## config.mk

```make
export PLATFORM = sky130hd
export DESIGN_NAME = sum_seg7_display
export DESIGN_NICKNAME = d
export VERILOG_FILES = /design/src/rtl/seg7_pkg.sv /design/src/rtl/seg7_decoder.sv /design/src/rtl/sum_seg7_display.sv
export SDC_FILE = /design/constraint.sdc
export NUM_CORES = 1
export LEC_CHECK = 0
export BUFFER_PORTS_ARGS = -buffer_cell sky130_fd_sc_hd__buf_2
export CAP_MARGIN = 25
export CORE_AREA = 2 2 111 113
export CTS_CLUSTER_SIZE = 28
export DETAILED_ROUTE_END_ITERATION = 12
export DIE_AREA = 0 0 113 115
export PLACE_DENSITY = 0.59
export SKIP_LAST_GASP = 1
export SLEW_MARGIN = 10
export SYNTH_ARGS = -nofsm -noshare
export SYNTH_HDL_FRONTEND = slang
export SYNTH_SLANG_ARGS = --single-unit
```

## constraint.sdc

```tcl
create_clock -name clock -period 4.65 [get_ports clock]
set_input_delay 0.465 -clock clock [delete_from_list [all_inputs] [get_ports clock]]
set_output_delay 0.465 -clock clock [all_outputs]
set_load 0.05 [all_outputs]
```

## src/rtl/seg7_pkg.sv

```systemverilog
// Shared types and constants for the sum-to-seven-segment display path.
// Contents: FSM state enum, segment glyph constants ({g,f,e,d,c,b,a}, active-low),
// digit-count localparams, the display payload struct, and the double-dabble
// nibble-adjust helper.
package seg7_pkg;

  localparam int unsigned BCD_DIGITS  = 5;
  localparam int unsigned DISP_DIGITS = 4;
  localparam int unsigned NIB_W       = 4;
  localparam int unsigned SEG_W       = 7;
  localparam int unsigned BCD_W       = BCD_DIGITS * NIB_W;
  localparam int unsigned DISP_W      = DISP_DIGITS * NIB_W;

  typedef enum logic [1:0] {
    IDLE  = 2'd0,
    SHIFT = 2'd1,
    LATCH = 2'd2
  } state_t;

  localparam logic [SEG_W-1:0] SEG_DIGIT [10] = '{
    7'b1000000,  // 0
    7'b1111001,  // 1
    7'b0100100,  // 2
    7'b0110000,  // 3
    7'b0011001,  // 4
    7'b0010010,  // 5
    7'b0000010,  // 6
    7'b1111000,  // 7
    7'b0000000,  // 8
    7'b0010000   // 9
  };
  localparam logic [SEG_W-1:0] SEG_DASH  = 7'b0111111;
  localparam logic [SEG_W-1:0] SEG_BLANK = 7'b1111111;

  // Latched display contents: four BCD digits plus per-digit flags.
  typedef struct packed {
    logic [DISP_W-1:0]      digits;
    logic                   ovf;
    logic [DISP_DIGITS-1:0] blank;
  } disp_t;

  // Double-dabble pre-shift correction: add 3 to every nibble >= 5.
  function automatic logic [BCD_W-1:0] dd_adjust(input logic [BCD_W-1:0] bcd);
    logic [BCD_W-1:0] r;
    r = bcd;
    for (int i = 0; i < int'(BCD_DIGITS); i++) begin
      if (r[i*NIB_W +: NIB_W] >= 4'd5) begin
        r[i*NIB_W +: NIB_W] = r[i*NIB_W +: NIB_W] + 4'd3;
      end
    end
    return r;
  endfunction

endpackage

```

## src/rtl/seg7_decoder.sv

```systemverilog
// Combinational BCD nibble to seven-segment glyph lookup.
// Ports:
//   nibble - BCD digit value (10..15 render blank)
//   seg_c  - segments {g,f,e,d,c,b,a}, active-low
module seg7_decoder
  import seg7_pkg::*;
(
  input  logic [NIB_W-1:0] nibble,
  output logic [SEG_W-1:0] seg_c
);

  always_comb begin
    seg_c = SEG_BLANK;
    if (nibble <= 4'd9) begin
      seg_c = SEG_DIGIT[nibble];
    end
  end

endmodule

```

## src/rtl/sum_seg7_display.sv

```systemverilog
// Captures a binary sum on a load pulse, converts it to BCD with a serial
// double-dabble engine (one shift per clock), and time-multiplexes the four
// digits onto a common-anode seven-segment display. Values above 9999 show
// as dashes on all digits.
// Optional build macro: SEG7_LEADING_ZERO_BLANK_EN blanks leading zero digits
// above the ones digit.
// Ports:
//   clock  - system clock, posedge
//   clear  - synchronous active-high reset
//   sum_in - binary value to display, sampled only when a load is accepted
//   load   - single-cycle capture request, ignored while busy
//   busy   - conversion in progress
//   done   - one-cycle pulse when the display register updates
//   an     - digit anodes, active-low, an[0] = ones digit
//   seg    - segments {g,f,e,d,c,b,a}, active-low
//   dp     - decimal point, active-low, held off
module sum_seg7_display
  import seg7_pkg::*;
#(
  parameter int unsigned REFRESH_DIV = 100000,
  parameter int unsigned SUM_W       = 16
) (
  input  logic             clock,
  input  logic             clear,
  input  logic [SUM_W-1:0] sum_in,
  input  logic             load,
  output logic             busy,
  output logic             done,
  output logic [3:0]       an,
  output logic [6:0]       seg,
  output logic             dp
);

  localparam int unsigned ITER_W = (SUM_W > 1) ? $clog2(SUM_W) : 1;
  localparam int unsigned REF_W  = $clog2(REFRESH_DIV);
  localparam int unsigned SEL_W  = $clog2(DISP_DIGITS);

  localparam logic [ITER_W-1:0] ITER_LAST = ITER_W'(SUM_W - 1);
  localparam logic [REF_W-1:0]  REF_LAST  = REF_W'(REFRESH_DIV - 1);

`ifdef SEG7_LEADING_ZERO_BLANK_EN
  // Reset value 0 shows only the ones digit.
  localparam logic [DISP_DIGITS-1:0] BLANK_RST = 4'b1110;
`else
  localparam logic [DISP_DIGITS-1:0] BLANK_RST = '0;
`endif

  localparam disp_t DISP_RST = '{digits: '0, ovf: 1'b0, blank: BLANK_RST};

  state_t             state, state_nxt;
  logic [SUM_W-1:0]   bin, bin_nxt;
  logic [BCD_W-1:0]   bcd, bcd_nxt;
  logic [ITER_W-1:0]  iter, iter_nxt;
  disp_t              disp, disp_nxt;
  logic               busy_nxt, done_nxt;

  logic [REF_W-1:0]   ref_cnt, ref_nxt;
  logic [SEL_W-1:0]   sel, sel_nxt;
  logic [3:0]         an_nxt;
  logic [SEG_W-1:0]   seg_nxt;
  logic [NIB_W-1:0]   nib_c;
  logic [SEG_W-1:0]   dec_seg_c;

`ifdef SEG7_LEADING_ZERO_BLANK_EN
  logic               lead_c;
`endif

  // Conversion FSM: next state plus datapath next values.
  always_comb begin
    state_nxt = state;
    bin_nxt   = bin;
    bcd_nxt   = bcd;
    iter_nxt  = iter;
    disp_nxt  = disp;
    done_nxt  = 1'b0;
`ifdef SEG7_LEADING_ZERO_BLANK_EN
    lead_c    = 1'b1;
`endif
    case (state)
      IDLE: begin
        if (load) begin
          bin_nxt   = sum_in;
          bcd_nxt   = '0;
          iter_nxt  = '0;
          state_nxt = SHIFT;
        end
      end
      SHIFT: begin
        {bcd_nxt, bin_nxt} = {dd_adjust(bcd), bin} << 1;
        iter_nxt = iter + ITER_W'(1);
        if (iter == ITER_LAST) begin
          state_nxt = LATCH;
        end
      end
      LATCH: begin
        disp_nxt.digits = bcd[DISP_W-1:0];
        disp_nxt.ovf    = |bcd[BCD_W-1:DISP_W];
        disp_nxt.blank  = '0;
`ifdef SEG7_LEADING_ZERO_BLANK_EN
        // Walk down from the top digit; a digit is blank while everything
        // above and including it is zero. Dashes are never blanked.
        for (int d = int'(DISP_DIGITS) - 1; d >= 1; d--) begin
          lead_c = lead_c && (bcd[d*NIB_W +: NIB_W] == 4'd0);
          disp_nxt.blank[d] = lead_c && !disp_nxt.ovf;
        end
`endif
        done_nxt  = 1'b1;
        state_nxt = IDLE;
      end
      default: begin
        state_nxt = IDLE;
      end
    endcase
    busy_nxt = (state_nxt != IDLE);
  end

  // Refresh divider and digit select, free-running.
  always_comb begin
    ref_nxt = ref_cnt + REF_W'(1);
    sel_nxt = sel;
    if (ref_cnt == REF_LAST) begin
      ref_nxt = '0;
      sel_nxt = sel + SEL_W'(1);
    end
  end

  // Decode from next-cycle values so an/seg track the display register
  // and digit select on the same edge.
  assign nib_c = disp_nxt.digits[sel_nxt*NIB_W +: NIB_W];

  seg7_decoder u_dec (
    .nibble (nib_c),
    .seg_c  (dec_seg_c)
  );

  always_comb begin
    an_nxt  = ~(4'b0001 << sel_nxt);
    seg_nxt = dec_seg_c;
    if (disp_nxt.ovf) begin
      seg_nxt = SEG_DASH;
    end else if (disp_nxt.blank[sel_nxt]) begin
      seg_nxt = SEG_BLANK;
    end
  end

  // State and output registers.
  always_ff @(posedge clock) begin
    if (clear) begin
      state   <= IDLE;
      bin     <= '0;
      bcd     <= '0;
      iter    <= '0;
      disp    <= DISP_RST;
      busy    <= 1'b0;
      done    <= 1'b0;
      ref_cnt <= '0;
      sel     <= '0;
      an      <= 4'b1110;
      seg     <= SEG_DIGIT[0];
      dp      <= 1'b1;
    end else begin
      state   <= state_nxt;
      bin     <= bin_nxt;
      bcd     <= bcd_nxt;
      iter    <= iter_nxt;
      disp    <= disp_nxt;
      busy    <= busy_nxt;
      done    <= done_nxt;
      ref_cnt <= ref_nxt;
      sel     <= sel_nxt;
      an      <= an_nxt;
      seg     <= seg_nxt;
      dp      <= 1'b1;
    end
  end

endmodule
```

==> results_dict.tcl <==
set metrics [dict create \
    run_status "complete, but fails checks" \
    violations "DRC" \
    worst_hold_slack_ns 0.409 \
    drtIter0Drc 226 \
    avgSynthCellArea_um2 8.44 \
    ctsResizeCount 0 \
    rows 40 \
    port-buffer-count 31 \
    core_area_um2 11800 \
    ios 33 \
    max_clock_freq_mhz 278 \
    drt-total-wl_um 10400 \
    drc 2 \
    firstDrtPassIters 8 \
    fp.dieW_um 113 \
    rsz0062_at_grt "no" \
    synth_cell_type_count 58 \
    synthCells 552 \
    htreeDepth 3 \
    fin_util_pct 43.8 \
    async_reset_ff_share_pct 0 \
    finalSetupViolations 0 \
    post-place-ws_ns 1.08 \
    post_cts_buffers 0 \
    fin_crit_ns 3.60 \
    clk_pin_slew_ns 0.07 \
    vias_per_cell 5.36 \
    fin_crit_sh_pct 77.3 \
    required_ns 4.87 \
    gp_congestion 0.805 \
    grt_max_degree 61 \
    synthesis.area_um2 4660 \
    worstMarginPinSlew_ns 0.770 \
    crit_type "flop to flop" \
    p_leak_nw 2.05 \
    clockRootBuffer "clkbuf_16" \
    hold_buffers 0 \
    wl_per_cell_um 14.4 \
    synth_edf_count 0 \
    slew-limit-headroom_pct 48.5 \
    num_antenna_cells 0 \
    hold_path_class "primary input to flop" \
    slew_viol_final 0 \
    cts_sinks 95 \
    start_util_pct 39.4 \
    grt_pass1_vias 3633 \
    layout-drive-gt1-share_pct 11.6 \
    hpwlAfterDp_um 7120 \
    grt-ovfl-total 0 \
    postRouteAntennaNets 0 \
    cts_buffer_depth 2 \
    die_h_um 115 \
    ys_seq_area_share_pct 40.8 \
    nFillCells 1156 \
    vias 3848 \
    skew_ns 0.00860 \
    pwr_density_cell_nw_per_um2 322 \
    ir_drop_uv 172 \
    drv_cap 0 \
    grt_use_total_pct 16.8 \
    insertion_delay_ns 0.35 \
    area_growth_pct 11.0 \
    grt_pass1_wl_um 17400 \
    tns_ns 0 \
    hold_viol 0 \
    crit_path_end_kind "flop" \
    cts_tree "done" \
    ys_warn_count 0 \
    setup_ws_ns 1.05 \
    synth-seq-cells 95 \
    cts_inserted_buffers 9 \
    synth_fp_nets 589 \
    die-area_um2 13000 \
    nets 603 \
    ys.flop_type "dfxtp_1" \
    setup.worst_path.start_class "flop" \
    crit_arrival_ns 3.82 \
    antenna_found_initial 0 \
    crit_fanout 20 \
]
[stage by stage]
| stage | cell area, um2 | std cells | power [mW] |
|---|---|---|---|
| 2_1_floorplan | 4660 | 552 | 0.927 |
| 3_3_place_gp | 4880 | 702 | 0.951 |
| 3_5_place_dp | 4880 | 702 | 0.953 |
| 4_1_cts | 5170 | 718 | 1.69 |
| 5_1_grt | 5170 | 718 | 1.74 |
| 6_report | 5170 | 718 | 1.67 |
[cell families (layout without fill, tap and decap cells)]
group,Yosys count,after routing,synth area share (%)
fa+ha+maj,18,18,4.83
compound gates,116,116,17.1
xor+xnor,24,24,4.51
buf+inv,50,69,4.65
flops,95,95,40.8
mux,19,19,5.21
other cells,1,1,0.0805
simple gates,229,229,22.8
[worst max-delay path: stages, from the launching register on]
cell and delay, ns:
dfxtp_1 0.74, nand2b_1 0.68, buf_4 0.31, mux2i_1 0.31, a211oi_1 0.12, o2bb2ai_1 0.37
ha_1 0.29, o22ai_2 0.13, a221oi_4 0.37, o22ai_1 0.14
[cell usage in the layout (no fill, tap or decap), types with 3 or more instances in the layout]
cell,instances
and2_1,4
a211o_1,5
a2bb2oi_1,7
ha_1,18
o22ai_1,4
mux4_2,4
nand2_1,45
nand3_1,18
xor2_1,15
or3_1,5
inv_1,16
a211oi_1,9
nor2_1,98
buf_4,5
dfxtp_1,95
clkbuf_16,9
nand2b_1,9
buf_2,31
a22oi_1,15
o21ai_0,22
nor3_1,23
nor2b_1,5
nand4_1,5
o31ai_1,3
a21oi_1,33
mux2i_1,13
xnor2_1,9
[final timing paths]
check / start / endpoint / slack (ns) / cells past startpoint
hold / removal: sum_in[0] / bin[0] / 0.41 / 3
hold reg to reg: disp[17] / disp[17] / 0.46 / 2
setup / recovery: state[0] / seg[0] / 1.05 / 9
setup reg to reg: state[0] / seg[0] / 1.05 / 9
[sequential cells by signal, indices dropped and copies added (netlist names), 2 cells and up]
register	count
state	2
disp	21
sel	2
iter	4
bin	16
ref_cnt	17
bcd	20
seg	7
an	4
[cell type report]
cell class	instances	area (um2)	share of cell area (%)
Tap cell	147	184	3.56
Timing Repair Buffer	36	193	3.72
Sequential cell	95	1900	36.8
Clock buffer	11	233	4.50
Clock inverter	5	57.6	1.11
Inverter	17	63.8	1.23
Multi-Input combinational cell	407	2540	49.1
[layer usage]
metal  track usage, %  up-vias  wire [um]
met5                0        -          0
met4             7.64        0        248
met3             3.69       22        307
met2             27.1       61       4730
met1             21.6     1816       5080
li1                 -     1949          -
[power breakdown]
group	switching, mW	leakage, nW	internal [mW]	total (mW)
logic	0.0570	1.13	0.0331	0.0900
clock network	0.317	0.144	0.418	0.735
registers	0.0129	0.771	0.831	0.843
[synthesized netlist by cell type (all sizes together) (7+ instances only)]
| cell type | n | area share (%) |
|---|---|---|
| a2bb2oi | 7 | 1.3 |
| nand3 | 18 | 1.9 |
| nor3 | 23 | 2.5 |
| a22oi | 16 | 2.7 |
| mux2i | 13 | 2.8 |
| o21ai | 22 | 2.4 |
| a211oi | 9 | 1.4 |
| nand2 | 45 | 3.6 |
| a21oi | 33 | 3.5 |
| clkbuf | 20 | 1.6 |
| nand2b | 9 | 1.2 |
| nor2 | 98 | 7.9 |
| dfxtp | 95 | 41 |
| buf | 13 | 1.7 |
| xnor2 | 9 | 1.7 |
| xor2 | 15 | 2.8 |
| inv | 16 | 1.3 |
| ha | 18 | 4.8 |
Power figures use the tool's default switching activity.
